**src/rtl/qr_column_loader.sv**
```systemverilog
// Pops scalar words from the input sample FIFO, packs them into one column of
// VECTOR_LEN elements and hands the column to the QR core over valid/ready.
module qr_column_loader #(
  parameter int DATA_WIDTH  = 16,
  parameter int VECTOR_LEN  = 4,
  parameter int MATRIX_COLS = 4,
  parameter int IDX_WIDTH   = $clog2(VECTOR_LEN),
  parameter int COL_WIDTH   = (MATRIX_COLS > 1) ? $clog2(MATRIX_COLS) : 1
) (
  input  logic                             clk,
  input  logic                             reset,
  input  logic                             fifo_empty,
  input  logic [DATA_WIDTH-1:0]            fifo_rdata,
  output logic                             fifo_rd,
  output logic                             col_valid,
  input  logic                             col_ready,
  output logic [DATA_WIDTH*VECTOR_LEN-1:0] col_data,
  output logic [COL_WIDTH-1:0]             col_idx,
  output logic                             col_last,
  output logic                             busy
);

  localparam logic [IDX_WIDTH-1:0] LAST_ELEM = IDX_WIDTH'(VECTOR_LEN - 1);
  localparam logic [COL_WIDTH-1:0] LAST_COL  = COL_WIDTH'(MATRIX_COLS - 1);

  typedef enum logic {
    FILL = 1'b0,
    HOLD = 1'b1
  } state_t;

  state_t                 state_q, state_d;
  logic [IDX_WIDTH-1:0]   elem_cnt_q, elem_cnt_d;
  logic [COL_WIDTH-1:0]   col_idx_q, col_idx_d;
  logic [DATA_WIDTH-1:0]  slot_q [VECTOR_LEN];
  logic [DATA_WIDTH-1:0]  slot_d [VECTOR_LEN];
  logic                   pop;

  // Pop depends only on state, empty flag and reset: col_ready never reaches fifo_rd.
  assign pop = (state_q == FILL) & ~fifo_empty & ~reset;

  always_comb begin
    state_d    = state_q;
    elem_cnt_d = elem_cnt_q;
    col_idx_d  = col_idx_q;
    for (int i = 0; i < VECTOR_LEN; i++) begin
      slot_d[i] = slot_q[i];
    end
    case (state_q)
      FILL: begin
        if (pop) begin
          slot_d[elem_cnt_q] = fifo_rdata;
          if (elem_cnt_q == LAST_ELEM) begin
            elem_cnt_d = '0;
            state_d    = HOLD;
          end else begin
            elem_cnt_d = elem_cnt_q + IDX_WIDTH'(1);
          end
        end
      end
      HOLD: begin
        if (col_ready) begin
          state_d   = FILL;
          col_idx_d = (col_idx_q == LAST_COL) ? '0 : col_idx_q + COL_WIDTH'(1);
        end
      end
      default: state_d = FILL;
    endcase
  end

  always_ff @(posedge clk) begin
    if (reset) begin
      state_q    <= FILL;
      elem_cnt_q <= '0;
      col_idx_q  <= '0;
      for (int i = 0; i < VECTOR_LEN; i++) begin
        slot_q[i] <= '0;
      end
    end else begin
      state_q    <= state_d;
      elem_cnt_q <= elem_cnt_d;
      col_idx_q  <= col_idx_d;
      for (int i = 0; i < VECTOR_LEN; i++) begin
        slot_q[i] <= slot_d[i];
      end
    end
  end

  // Element 0 (first word popped) sits in the least significant lane.
  for (genvar gi = 0; gi < VECTOR_LEN; gi++) begin : g_lane
    assign col_data[gi*DATA_WIDTH +: DATA_WIDTH] = slot_q[gi];
  end

  assign fifo_rd   = pop;
  assign col_valid = (state_q == HOLD);
  assign col_idx   = col_idx_q;
  assign col_last  = (col_idx_q == LAST_COL);
  assign busy      = (state_q == HOLD) | (elem_cnt_q != '0);

endmodule

```
**config.mk**
```make
export PLATFORM = sky130hd
export DESIGN_NAME = qr_column_loader
export DESIGN_NICKNAME = d
export VERILOG_FILES = /design/src/rtl/qr_column_loader.sv
export SDC_FILE = /design/constraint.sdc
export NUM_CORES = 1
export LEC_CHECK = 0
export ABC_AREA = 1
export CAP_MARGIN = 10
export CORE_MARGIN = 2
export CORE_UTILIZATION = 55
export CTS_CLUSTER_DIAMETER = 150
export DETAILED_ROUTE_END_ITERATION = 8
export DONT_BUFFER_PORTS = 1
export MAX_ROUTING_LAYER = met4
export PLACE_DENSITY = 0.67
export SLEW_MARGIN = 5
export SYNTH_ARGS = -nofsm -noshare
export SYNTH_HDL_FRONTEND = slang
export SYNTH_SLANG_ARGS = --single-unit
```
**constraint.sdc**
```tcl
create_clock -name clk -period 1.5 [get_ports clk]
set_input_delay 0.15 -clock clk [delete_from_list [all_inputs] [get_ports clk]]
set_output_delay 0.15 -clock clk [all_outputs]
set_load 0.01 [all_outputs]
```
==> results of run 1 <==
## worst paths after layout
check,slack (ns),cells past startpoint,to,start
worst max register to register,0.17,6,slot_q[2][5],col_valid
worst max-delay path,0.08,6,busy,elem_cnt_q[1]
worst min register to register,0.50,2,elem_cnt_q[1],elem_cnt_q[1]
worst min-delay path,0.07,3,col_idx[1],col_ready
## logic make-up after synthesis
| group | count (synthesis) | synth area share (%) |
|---|---|---|
| buffers and inverters | 155 | 19.0 |
| DFF | 69 | 41.2 |
| adders and majority gates | 5 | 1.86 |
| and+or+nand+nor | 256 | 34.6 |
| AOI/OAI and AO/OA | 22 | 3.36 |
## layout make-up
type	count	area share, %
Clock buffer	10	3.41
Clock inverter	5	1.40
Multi-Input combinational cell	283	35.9
Sequential cell	69	37.0
Tap cell	75	2.51
Timing Repair Buffer	27	7.55
Inverter	122	12.3
## cell usage after synthesis
master and count:
sky130_fd_sc_hd__dfxtp_1 69, sky130_fd_sc_hd__nand3_1 16, sky130_fd_sc_hd__nand2_1 114, sky130_fd_sc_hd__clkbuf_1 3, sky130_fd_sc_hd__a21oi_1 17, sky130_fd_sc_hd__o21ai_0 2, sky130_fd_sc_hd__nor2_8 1, sky130_fd_sc_hd__nor2_2 1
sky130_fd_sc_hd__nand3_4 3, sky130_fd_sc_hd__buf_2 24, sky130_fd_sc_hd__buf_6 2, sky130_fd_sc_hd__buf_1 1, sky130_fd_sc_hd__clkinv_1 1, sky130_fd_sc_hd__inv_1 90, sky130_fd_sc_hd__nand4_1 48, sky130_fd_sc_hd__o21ai_1 2
sky130_fd_sc_hd__inv_2 31, sky130_fd_sc_hd__ha_1 5, sky130_fd_sc_hd__o31ai_1 1, sky130_fd_sc_hd__nor2_1 73, sky130_fd_sc_hd__buf_4 3
## flip-flops by register name (all words and copies together), names as in the netlist
signal / flops
slot_q: 64
col_idx: 2
elem_cnt_q: 2
col_valid: 1
## worst min-delay path: cells and delay by family
family	cells	cell delay (ns)
AO/OA/AOI/OAI	1	0.08
AND/OR/NAND/NOR	2	0.15
## metrics by stage
step	hold WS (ns)	total power (W)	cell area, um^2
finish	0.0696	0.00392	3740
global route	0.109	0.00408	3740
CTS	0.0724	0.00391	3660
detailed placement	0.256	0.00244	3420
global placement	0.254	0.00243	3420
floorplan	0.250	0.00233	3360
## layer usage
layer	up-vias	track usage, %
li1	1533	-
met1	1246	30.2
met2	88	39.3
met3	11	6.30
met4	0	9.50
met5	-	-
## where the power goes
part | internal (W) | total (W) | leakage, nW | switching [W]
registers | 0.00190 | 0.00197 | 0.561 | 0.0000720
clock network | 0.000750 | 0.00145 | 0.0919 | 0.000699
logic | 0.000201 | 0.000505 | 1.19 | 0.000304
total | 0.00285 | 0.00392 | 1.85 | 0.00108
## what timing repair did
item	in CTS	in global routing
endpoints found under the setup margin	1	2
cloned	1	0
pin swaps	0	1
hold endpoints to repair	2	0
hold buffers	2	0
buffers inserted	1	9
resized for setup	3	2
==> report_table.html, run 1 <==
<table>
<tr><th>Metric</th><th>Value</th></tr>
<tr><th colspan="2">Drt</th></tr>
<tr><td>Remaining number of nets flagged by the antenna check after routing</td><td>0</td></tr>
<tr><td>Starting DRC count in detailed routing</td><td>173</td></tr>
<tr><td>Routed length per placed instance</td><td>between 10 and 15 um</td></tr>
<tr><td>Number of remaining DRC errors</td><td>0</td></tr>
<tr><td>Routed length on met3</td><td>580 um</td></tr>
<tr><td>Number of iterations in the first detailed-routing pass</td><td>4</td></tr>
<tr><td>Uppermost metal layer occupied by signal nets</td><td>met4</td></tr>
<tr><td>Length of routed met2 wiring</td><td>3690 um</td></tr>
<tr><td>Avg Vias per Cell</td><td>4.87</td></tr>
<tr><td>Overall via count from detail_route</td><td>2878</td></tr>
<tr><td>Met1 Routed Length</td><td>3590 um</td></tr>
<tr><td>Total wirelength of the detailed-routed design</td><td>7970 um</td></tr>
<tr><th colspan="2">STA</th></tr>
<tr><td>Fin crit period</td><td>1.42 ns</td></tr>
<tr><td>Fin Clk Skew</td><td>between 0.007 and 0.008 ns</td></tr>
<tr><td>Achievable Freq</td><td>roughly 0.70 GHz</td></tr>
<tr><td>Actual slew at the worst max-slew pin</td><td>0.433 ns</td></tr>
<tr><td>Setup repair after global routing missed its margin</td><td>no</td></tr>
<tr><td>Final Max Tran Viols</td><td>0</td></tr>
<tr><td>Worst-case headroom to the max-slew limit</td><td>71.1%</td></tr>
<tr><td>Fin. Hold Viols</td><td>0</td></tr>
<tr><td>Period utilization</td><td>94.9%</td></tr>
<tr><td>Minimum setup slack in the final design</td><td>about 0.077 ns</td></tr>
<tr><td>Setup TNS</td><td>0 ns</td></tr>
<tr><td>Final setup violation count</td><td>0</td></tr>
<tr><th colspan="2">Worst setup path</th></tr>
<tr><td>Setup crit end kind</td><td>output port</td></tr>
<tr><td>Critical path cell sequence</td><td>inv_1 -&gt; ha_1 -&gt; inv_2 -&gt; nor2_4 -&gt; buf_12 -&gt; inv_2</td></tr>
<tr><td>Endpoint required time on the critical path</td><td>1.35 ns</td></tr>
<tr><td>Critical path start-end classification</td><td>reg2out</td></tr>
<tr><td>Gate family responsible for the most delay along the worst path</td><td>buffers and inverters</td></tr>
<tr><td>Delay of the slowest critical-path stage</td><td>0.35 ns</td></tr>
<tr><td>Library cell contributing the largest single delay on the critical path</td><td>sky130_fd_sc_hd__dfxtp_2</td></tr>
<tr><td>Crit start category</td><td>register</td></tr>
<tr><td>Cell occurring most often along the worst timing path</td><td>sky130_fd_sc_hd__inv_2</td></tr>
<tr><td>Biggest fanout along the worst timing path</td><td>10</td></tr>
<tr><td>Data arrival time of the worst path</td><td>1.27 ns</td></tr>
<tr><td>Buffer and inverter count on the worst path</td><td>4</td></tr>
<tr><th colspan="2">Yosys</th></tr>
<tr><td>Gate count after technology mapping</td><td>507</td></tr>
<tr><td>Sequential area share after synthesis</td><td>41.2%</td></tr>
<tr><td>Number of warnings issued by yosys</td><td>0</td></tr>
<tr><td>Area fraction of the dominant cell type after synthesis</td><td>41.2%</td></tr>
<tr><td>Syn Std Cell Area</td><td>about 3400 um^2</td></tr>
<tr><td>Area leader, netlist</td><td>sky130_fd_sc_hd__dfxtp_1</td></tr>
<tr><td>Number of synthesized register bits</td><td>69</td></tr>
<tr><td>Yosys cell types</td><td>21</td></tr>
<tr><td>Cell types occupying the most area after synthesis</td><td>sky130_fd_sc_hd__dfxtp_1 41%, sky130_fd_sc_hd__nand2_1 13%, sky130_fd_sc_hd__inv_1 10%</td></tr>
<tr><td>Nets in the synthesized netlist</td><td>532</td></tr>
<tr><td>Average instance area after synthesis</td><td>6.62 um^2</td></tr>
<tr><th colspan="2">Run</th></tr>
<tr><td>Max-cap violations</td><td>0</td></tr>
<tr><th colspan="2">Layout</th></tr>
<tr><td>Area of the multi-input gates</td><td>1340 um^2</td></tr>
<tr><td>Top library cells by usage in the layout, fill and taps aside</td><td>114 x sky130_fd_sc_hd__nand2_1, 88 x sky130_fd_sc_hd__inv_1, 72 x sky130_fd_sc_hd__nor2_1</td></tr>
<tr><td>Footprint of the flip-flops and latches</td><td>~1400 um^2</td></tr>
<tr><td>Layout overhead on the synthesized area</td><td>11.6%</td></tr>
<tr><td>Share of final-layout standard cells stronger than drive strength 1</td><td>approximately 16%</td></tr>
<tr><td>Net total in the final layout</td><td>537</td></tr>
<tr><td>Leading cell type in the layout, fill and taps excluded</td><td>sky130_fd_sc_hd__nand2_1</td></tr>
<tr><td>Post-layout utilization of the core</td><td>63.2%</td></tr>
<tr><td>Count of fill cells added during filler insertion</td><td>573</td></tr>
<tr><td>Non-Filler Instances</td><td>591</td></tr>
<tr><td>Diodes inserted</td><td>0</td></tr>
<tr><th colspan="2">Clock tree</th></tr>
<tr><td>Clk pin slew, worst setup/hold paths</td><td>0.07 ns</td></tr>
<tr><td>Maximum clock path buffer count</td><td>2</td></tr>
<tr><td>Root buf cell</td><td>sky130_fd_sc_hd__clkbuf_8</td></tr>
<tr><td>Sinks on Clock Net</td><td>69</td></tr>
<tr><td>CTS tree</td><td>yes</td></tr>
<tr><td>Number of H-tree levels</td><td>3</td></tr>
<tr><td>Clock buffer count from CTS</td><td>9</td></tr>
<tr><td>Insertion delay of the later-clocked pin in the worst-skew pair</td><td>0.34 ns</td></tr>
<tr><th colspan="2">GRT</th></tr>
<tr><td>Total routing usage reported by global routing</td><td>24.7%</td></tr>
<tr><td>First-pass GRT wire length</td><td>between 10000 and 15000 um</td></tr>
<tr><td>Remaining global-route overflow</td><td>0</td></tr>
<tr><td>Pin count of the biggest net entering global routing</td><td>72</td></tr>
<tr><td>Initial antenna violation count</td><td>0</td></tr>
<tr><td>Vias in the first global route</td><td>2487</td></tr>
<tr><th colspan="2">Power</th></tr>
<tr><td>Peak supply drop</td><td>about 600 uV</td></tr>
<tr><td>Power density of the placed cells</td><td>between 1000 and 1500 nW/um^2</td></tr>
<tr><td>Leakage power figure</td><td>roughly 1.8 nW</td></tr>
<tr><th colspan="2">Placed design</th></tr>
<tr><td>Placed instance count</td><td>around 560</td></tr>
<tr><td>Detailed-placement wirelength estimate</td><td>5390 um</td></tr>
<tr><td>Weighted congestion reported at the end of routability-driven placement</td><td>0.822</td></tr>
<tr><td>DP Worst Slack</td><td>0.178 ns</td></tr>
<tr><td>Number of I/O port buffers</td><td>0</td></tr>
<tr><th colspan="2">Floorplan</th></tr>
<tr><td>Std-Cell Rows</td><td>28</td></tr>
<tr><td>Area of the die</td><td>approximately 6700 um^2</td></tr>
<tr><td>Initial Util</td><td>56.7%</td></tr>
<tr><td>CORE AREA</td><td>about 5900 um^2</td></tr>
<tr><td>Number of I/O pins</td><td>90</td></tr>
<tr><td>Width of the die</td><td>just over 80 um</td></tr>
<tr><td>Die Span Y</td><td>between 80 and 90 um</td></tr>
<tr><th colspan="2">Status</th></tr>
<tr><td>Run status</td><td>finished, final reports clean</td></tr>
<tr><th colspan="2">Worst hold path</th></tr>
<tr><td>Class of the tightest hold or removal check</td><td>in2reg</td></tr>
</table>
Power figures use the tool's default switching activity.
==> inputs of run 2 (changes only) <==
--- a/config.mk
+++ b/config.mk
@@ -9,11 +9,12 @@
 export CAP_MARGIN = 10
 export CORE_MARGIN = 2
 export CORE_UTILIZATION = 55
-export CTS_CLUSTER_DIAMETER = 150
+export CTS_CLUSTER_DIAMETER = 100
 export DETAILED_ROUTE_END_ITERATION = 8
 export DONT_BUFFER_PORTS = 1
 export MAX_ROUTING_LAYER = met4
 export PLACE_DENSITY = 0.67
+export SKIP_LAST_GASP = 1
 export SLEW_MARGIN = 5
 export SYNTH_ARGS = -nofsm -noshare
 export SYNTH_HDL_FRONTEND = slang
==> results of run 2 <==
Same layout as run 1: the final DEF is identical, and so are final timing and power.
==> inputs of run 3 (changes only) <==
--- a/config.mk
+++ b/config.mk
@@ -6,7 +6,8 @@
 export NUM_CORES = 1
 export LEC_CHECK = 0
 export ABC_AREA = 1
-export CAP_MARGIN = 10
+export CAP_MARGIN = 20
+export CORE_ASPECT_RATIO = 2
 export CORE_MARGIN = 2
 export CORE_UTILIZATION = 55
 export CTS_CLUSTER_DIAMETER = 100
==> run 3 against run 2 <==
  * Power increased by 22%
  * Utilization increased by 1.9 points
  * Register-to-register slack is essentially flat
  * Non-clock buffer count decreased by 3
  * Final cell count decreased by 2.4%
  * Setup slack worse by 0.0091 ns
  * Hold slack lost 0.013 ns
  * Sequential cell count unchanged
  * Die area grew 0.56%
  * Sequential share of layout area fell by 1.2 points
  * Clock power up 59%
  * Critical path depth unchanged
  * Critical path type unchanged
  * Largest cell class unchanged
  * Largest power group is now the clock network
  * Highest routed layer unchanged
==> report_table.html, run 3 (same netlist as run 1, synthesis figures left out) <==
<table>
<tr><th>Metric</th><th>Value</th></tr>
<tr><th colspan="2">Layout</th></tr>
<tr><td>Top library cells by usage in the layout, fill and taps aside</td><td>114 x sky130_fd_sc_hd__nand2_1, 89 x sky130_fd_sc_hd__inv_1, 72 x sky130_fd_sc_hd__nor2_1</td></tr>
<tr><td>Largest register by flop count</td><td>slot_q</td></tr>
<tr><td>Layout overhead on the synthesized area</td><td>15.6%</td></tr>
<tr><td>Share of final-layout standard cells stronger than drive strength 1</td><td>15.0% (-0.52 points)</td></tr>
<tr><td>Leading cell type in the layout, fill and taps excluded</td><td>sky130_fd_sc_hd__nand2_1</td></tr>
<tr><td>Area of the multi-input gates</td><td>1340 um^2 (unchanged)</td></tr>
<tr><td>Footprint of the flip-flops and latches</td><td>1390 um^2 (+0.18%)</td></tr>
<tr><td>Count of fill cells added during filler insertion</td><td>553 (-3.5%)</td></tr>
<tr><td>Diodes inserted</td><td>0 (unchanged)</td></tr>
<tr><td>Net total in the final layout</td><td>534 (-0.56%)</td></tr>
<tr><td>Largest register FFs</td><td>64 (unchanged)</td></tr>
<tr><td>Finished Cell Area</td><td>3880 um^2 (+3.6%)</td></tr>
<tr><th colspan="2">Clock tree</th></tr>
<tr><td>Clk pin slew, worst setup/hold paths</td><td>0.05 ns (-0.02 ns)</td></tr>
<tr><td>Root buf cell</td><td>sky130_fd_sc_hd__clkbuf_16</td></tr>
<tr><td>Insertion delay of the later-clocked pin in the worst-skew pair</td><td>0.33 ns (about the same)</td></tr>
<tr><td>Sinks on Clock Net</td><td>69 (unchanged)</td></tr>
<tr><td>Clock buffer count from CTS</td><td>9 (unchanged)</td></tr>
<tr><td>Number of H-tree levels</td><td>3 (unchanged)</td></tr>
<tr><td>Maximum clock path buffer count</td><td>2 (unchanged)</td></tr>
<tr><td>CTS tree</td><td>yes</td></tr>
<tr><th colspan="2">STA</th></tr>
<tr><td>Fin. Hold Viols</td><td>0 (unchanged)</td></tr>
<tr><td>Fin Clk Skew</td><td>0.00445 ns (-0.00259 ns)</td></tr>
<tr><td>Final setup violation count</td><td>0 (unchanged)</td></tr>
<tr><td>Setup TNS</td><td>0 ns (unchanged)</td></tr>
<tr><td>Worst hold margin</td><td>0.0565 ns (-0.0131 ns)</td></tr>
<tr><td>Period utilization</td><td>95.5% (+0.61 points)</td></tr>
<tr><td>Fin crit period</td><td>1.43 ns (+0.00910 ns)</td></tr>
<tr><td>Actual slew at the worst max-slew pin</td><td>0.429 ns (-0.00371 ns)</td></tr>
<tr><td>Achievable Freq</td><td>0.698 GHz (-0.64%)</td></tr>
<tr><td>Final Max Tran Viols</td><td>0 (unchanged)</td></tr>
<tr><td>Worst-case headroom to the max-slew limit</td><td>71.3% (+0.25 points)</td></tr>
<tr><th colspan="2">Worst hold path</th></tr>
<tr><td>Class of the tightest hold or removal check</td><td>in2reg</td></tr>
<tr><td>Hold Path Sink</td><td>slot_q[2][15]</td></tr>
<tr><td>Hold Path Stages</td><td>4 (+1)</td></tr>
<tr><td>Startpoint of the worst hold path</td><td>fifo_empty</td></tr>
<tr><th colspan="2">Floorplan</th></tr>
<tr><td>Area of the die</td><td>6780 um^2 (+0.56%)</td></tr>
<tr><td>Std-Cell Rows</td><td>40 (+43%)</td></tr>
<tr><td>Die Span Y</td><td>114 um (+39%)</td></tr>
<tr><td>Initial Util</td><td>56.3% (-0.33 points)</td></tr>
<tr><td>Width of the die</td><td>59.2 um (-28%)</td></tr>
<tr><td>CORE AREA</td><td>5960 um^2 (+0.59%)</td></tr>
<tr><td>Number of I/O pins</td><td>90 (unchanged)</td></tr>
<tr><th colspan="2">Placed design</th></tr>
<tr><td>Number of I/O port buffers</td><td>0 (unchanged)</td></tr>
<tr><td>DP Area</td><td>3400 um^2 (-0.37%)</td></tr>
<tr><td>Weighted congestion reported at the end of routability-driven placement</td><td>0.897 (+9.1%)</td></tr>
<tr><td>Detailed-placement wirelength estimate</td><td>5660 um (+4.9%)</td></tr>
<tr><th colspan="2">Drt</th></tr>
<tr><td>Starting DRC count in detailed routing</td><td>148 (-14%)</td></tr>
<tr><td>Avg Vias per Cell</td><td>5.01 (+2.8%)</td></tr>
<tr><td>Number of remaining DRC errors</td><td>0 (unchanged)</td></tr>
<tr><td>Remaining number of nets flagged by the antenna check after routing</td><td>0 (unchanged)</td></tr>
<tr><td>Number of iterations in the first detailed-routing pass</td><td>4 (unchanged)</td></tr>
<tr><td>Overall via count from detail_route</td><td>2888 (+0.35%)</td></tr>
<tr><td>Total wirelength of the detailed-routed design</td><td>8070 um (+1.3%)</td></tr>
<tr><td>Routed length per placed instance</td><td>14.0 um (+3.7%)</td></tr>
<tr><th colspan="2">Worst setup path</th></tr>
<tr><td>Data arrival time of the worst path</td><td>1.28 ns (about the same)</td></tr>
<tr><td>Worst R2R Start</td><td>col_valid</td></tr>
<tr><td>Endpoint required time on the critical path</td><td>1.35 ns (about the same)</td></tr>
<tr><td>Setup crit end kind</td><td>output port</td></tr>
<tr><td>Crit start category</td><td>register</td></tr>
<tr><td>Worst r2r path cells</td><td>6 (unchanged)</td></tr>
<tr><td>Critical path start-end classification</td><td>reg2out</td></tr>
<tr><td>Biggest fanout along the worst timing path</td><td>10 (unchanged)</td></tr>
<tr><td>Internal reg-to-reg setup slack</td><td>0.16 ns (about the same)</td></tr>
<tr><td>Worst r2r dst</td><td>slot_q[2][12]</td></tr>
<tr><th colspan="2">Run</th></tr>
<tr><td>Max-cap violations</td><td>0 (unchanged)</td></tr>
<tr><th colspan="2">Power</th></tr>
<tr><td>Peak supply drop</td><td>774 uV (+30%)</td></tr>
<tr><td>Power density of the placed cells</td><td>1230 nW/um^2 (+18%)</td></tr>
<tr><td>Leakage power figure</td><td>1.91 nW (+3.6%)</td></tr>
<tr><th colspan="2">GRT</th></tr>
<tr><td>Met2 layer usage reported by global route</td><td>42.4% (+3.1 points)</td></tr>
<tr><td>Fraction of met3 tracks used by global routing</td><td>6.67% (+0.36 points)</td></tr>
<tr><td>Remaining global-route overflow</td><td>0 (unchanged)</td></tr>
<tr><td>Vias in the first global route</td><td>2636 (+6.0%)</td></tr>
<tr><td>First-pass GRT wire length</td><td>12900 um (+6.2%)</td></tr>
<tr><td>Total routing usage reported by global routing</td><td>26.3% (+1.6 points)</td></tr>
<tr><td>Pin count of the biggest net entering global routing</td><td>43 (-40%)</td></tr>
<tr><td>Met1 layer usage reported by global route</td><td>29.3% (-0.88 points)</td></tr>
<tr><td>Grt peak-use layer</td><td>met2</td></tr>
<tr><td>Initial antenna violation count</td><td>0 (unchanged)</td></tr>
<tr><th colspan="2">Status</th></tr>
<tr><td>Run status</td><td>finished, final reports clean</td></tr>
</table>
run 3: changes by cell type in the layout (fill, tap and decap cells not counted):
cell and delta:
sky130_fd_sc_hd__dfxtp_4 +1, sky130_fd_sc_hd__clkinvlp_4 -1, sky130_fd_sc_hd__bufinv_16 +1, sky130_fd_sc_hd__clkbuf_16 +9, sky130_fd_sc_hd__clkbuf_8 -7, sky130_fd_sc_hd__clkinv_2 -1
sky130_fd_sc_hd__inv_2 -1, sky130_fd_sc_hd__buf_4 -5, sky130_fd_sc_hd__dfxtp_2 -1, sky130_fd_sc_hd__buf_12 +2, sky130_fd_sc_hd__inv_1 +1
run 3: report_power, final:
part           internal [W]  switching (W)  leakage [nW]  total [W]
registers           0.00190      0.0000722         0.561    0.00197
logic              0.000203       0.000303          1.19   0.000506
clock network       0.00154       0.000765         0.163    0.00230
total               0.00364        0.00114          1.91    0.00478
run 3: how the worst max path moves through the flow:
stage                  start       endpoint  slack (ns)
2_1_floorplan  elem_cnt_q[0]  slot_q[2][10]        0.20
3_3_place_gp   elem_cnt_q[0]   slot_q[1][2]        0.25
3_5_place_dp   elem_cnt_q[1]  slot_q[1][15]        0.20
4_1_cts        elem_cnt_q[1]           busy       0.004
5_1_grt        elem_cnt_q[1]           busy     -0.0003
6_report       elem_cnt_q[1]           busy        0.07
run 3: layout make-up:
cell class / count / share of cell area, %
Sequential cell: 69 / 35.7
Multi-Input combinational cell: 283 / 34.6
Inverter: 122 / 11.8
Timing Repair Buffer: 24 / 7.35
Clock buffer: 12 / 6.61
Tap cell: 63 / 2.03
Clock inverter: 4 / 1.81
run 3: critical path, stage by stage, from the launching register on:
cell                      delay (ns)
sky130_fd_sc_hd__dfxtp_4        0.36
sky130_fd_sc_hd__inv_1          0.05
sky130_fd_sc_hd__ha_1           0.18
sky130_fd_sc_hd__inv_1          0.09
sky130_fd_sc_hd__nor2_4         0.05
sky130_fd_sc_hd__buf_12         0.15
sky130_fd_sc_hd__inv_2          0.06
run 3: stage by stage:
stage                     worst slack [ns]  util, %  std cells  power (W)
final                               0.0676     65.1        577    0.00478
after global routing             -0.000288     65.1        577    0.00496
after CTS                          0.00448     63.8        568    0.00478
after detailed placement             0.197     57.1        548    0.00244
after global placement               0.247     57.1        548    0.00243
after floorplan                      0.199        -        507    0.00233
run 3: repair_timing:
item / 4_1_cts / 5_1_grt
hold buffers: 2 / 0
gates resized for setup: 3 / 2
buffers inserted: 1 / 9
endpoints found under the setup margin: 1 / 2
pin swaps: 0 / 1
endpoints found under the hold margin: 2 / 0
gates cloned: 1 / 0
run 3: metal layers:
layer	wire, um	part of all wire, %	up-vias
li1	-	-	1528
met1	3140	39	1248
met2	4190	52	94
met3	522	6.5	18
met4	228	2.8	0
met5	0	0	-
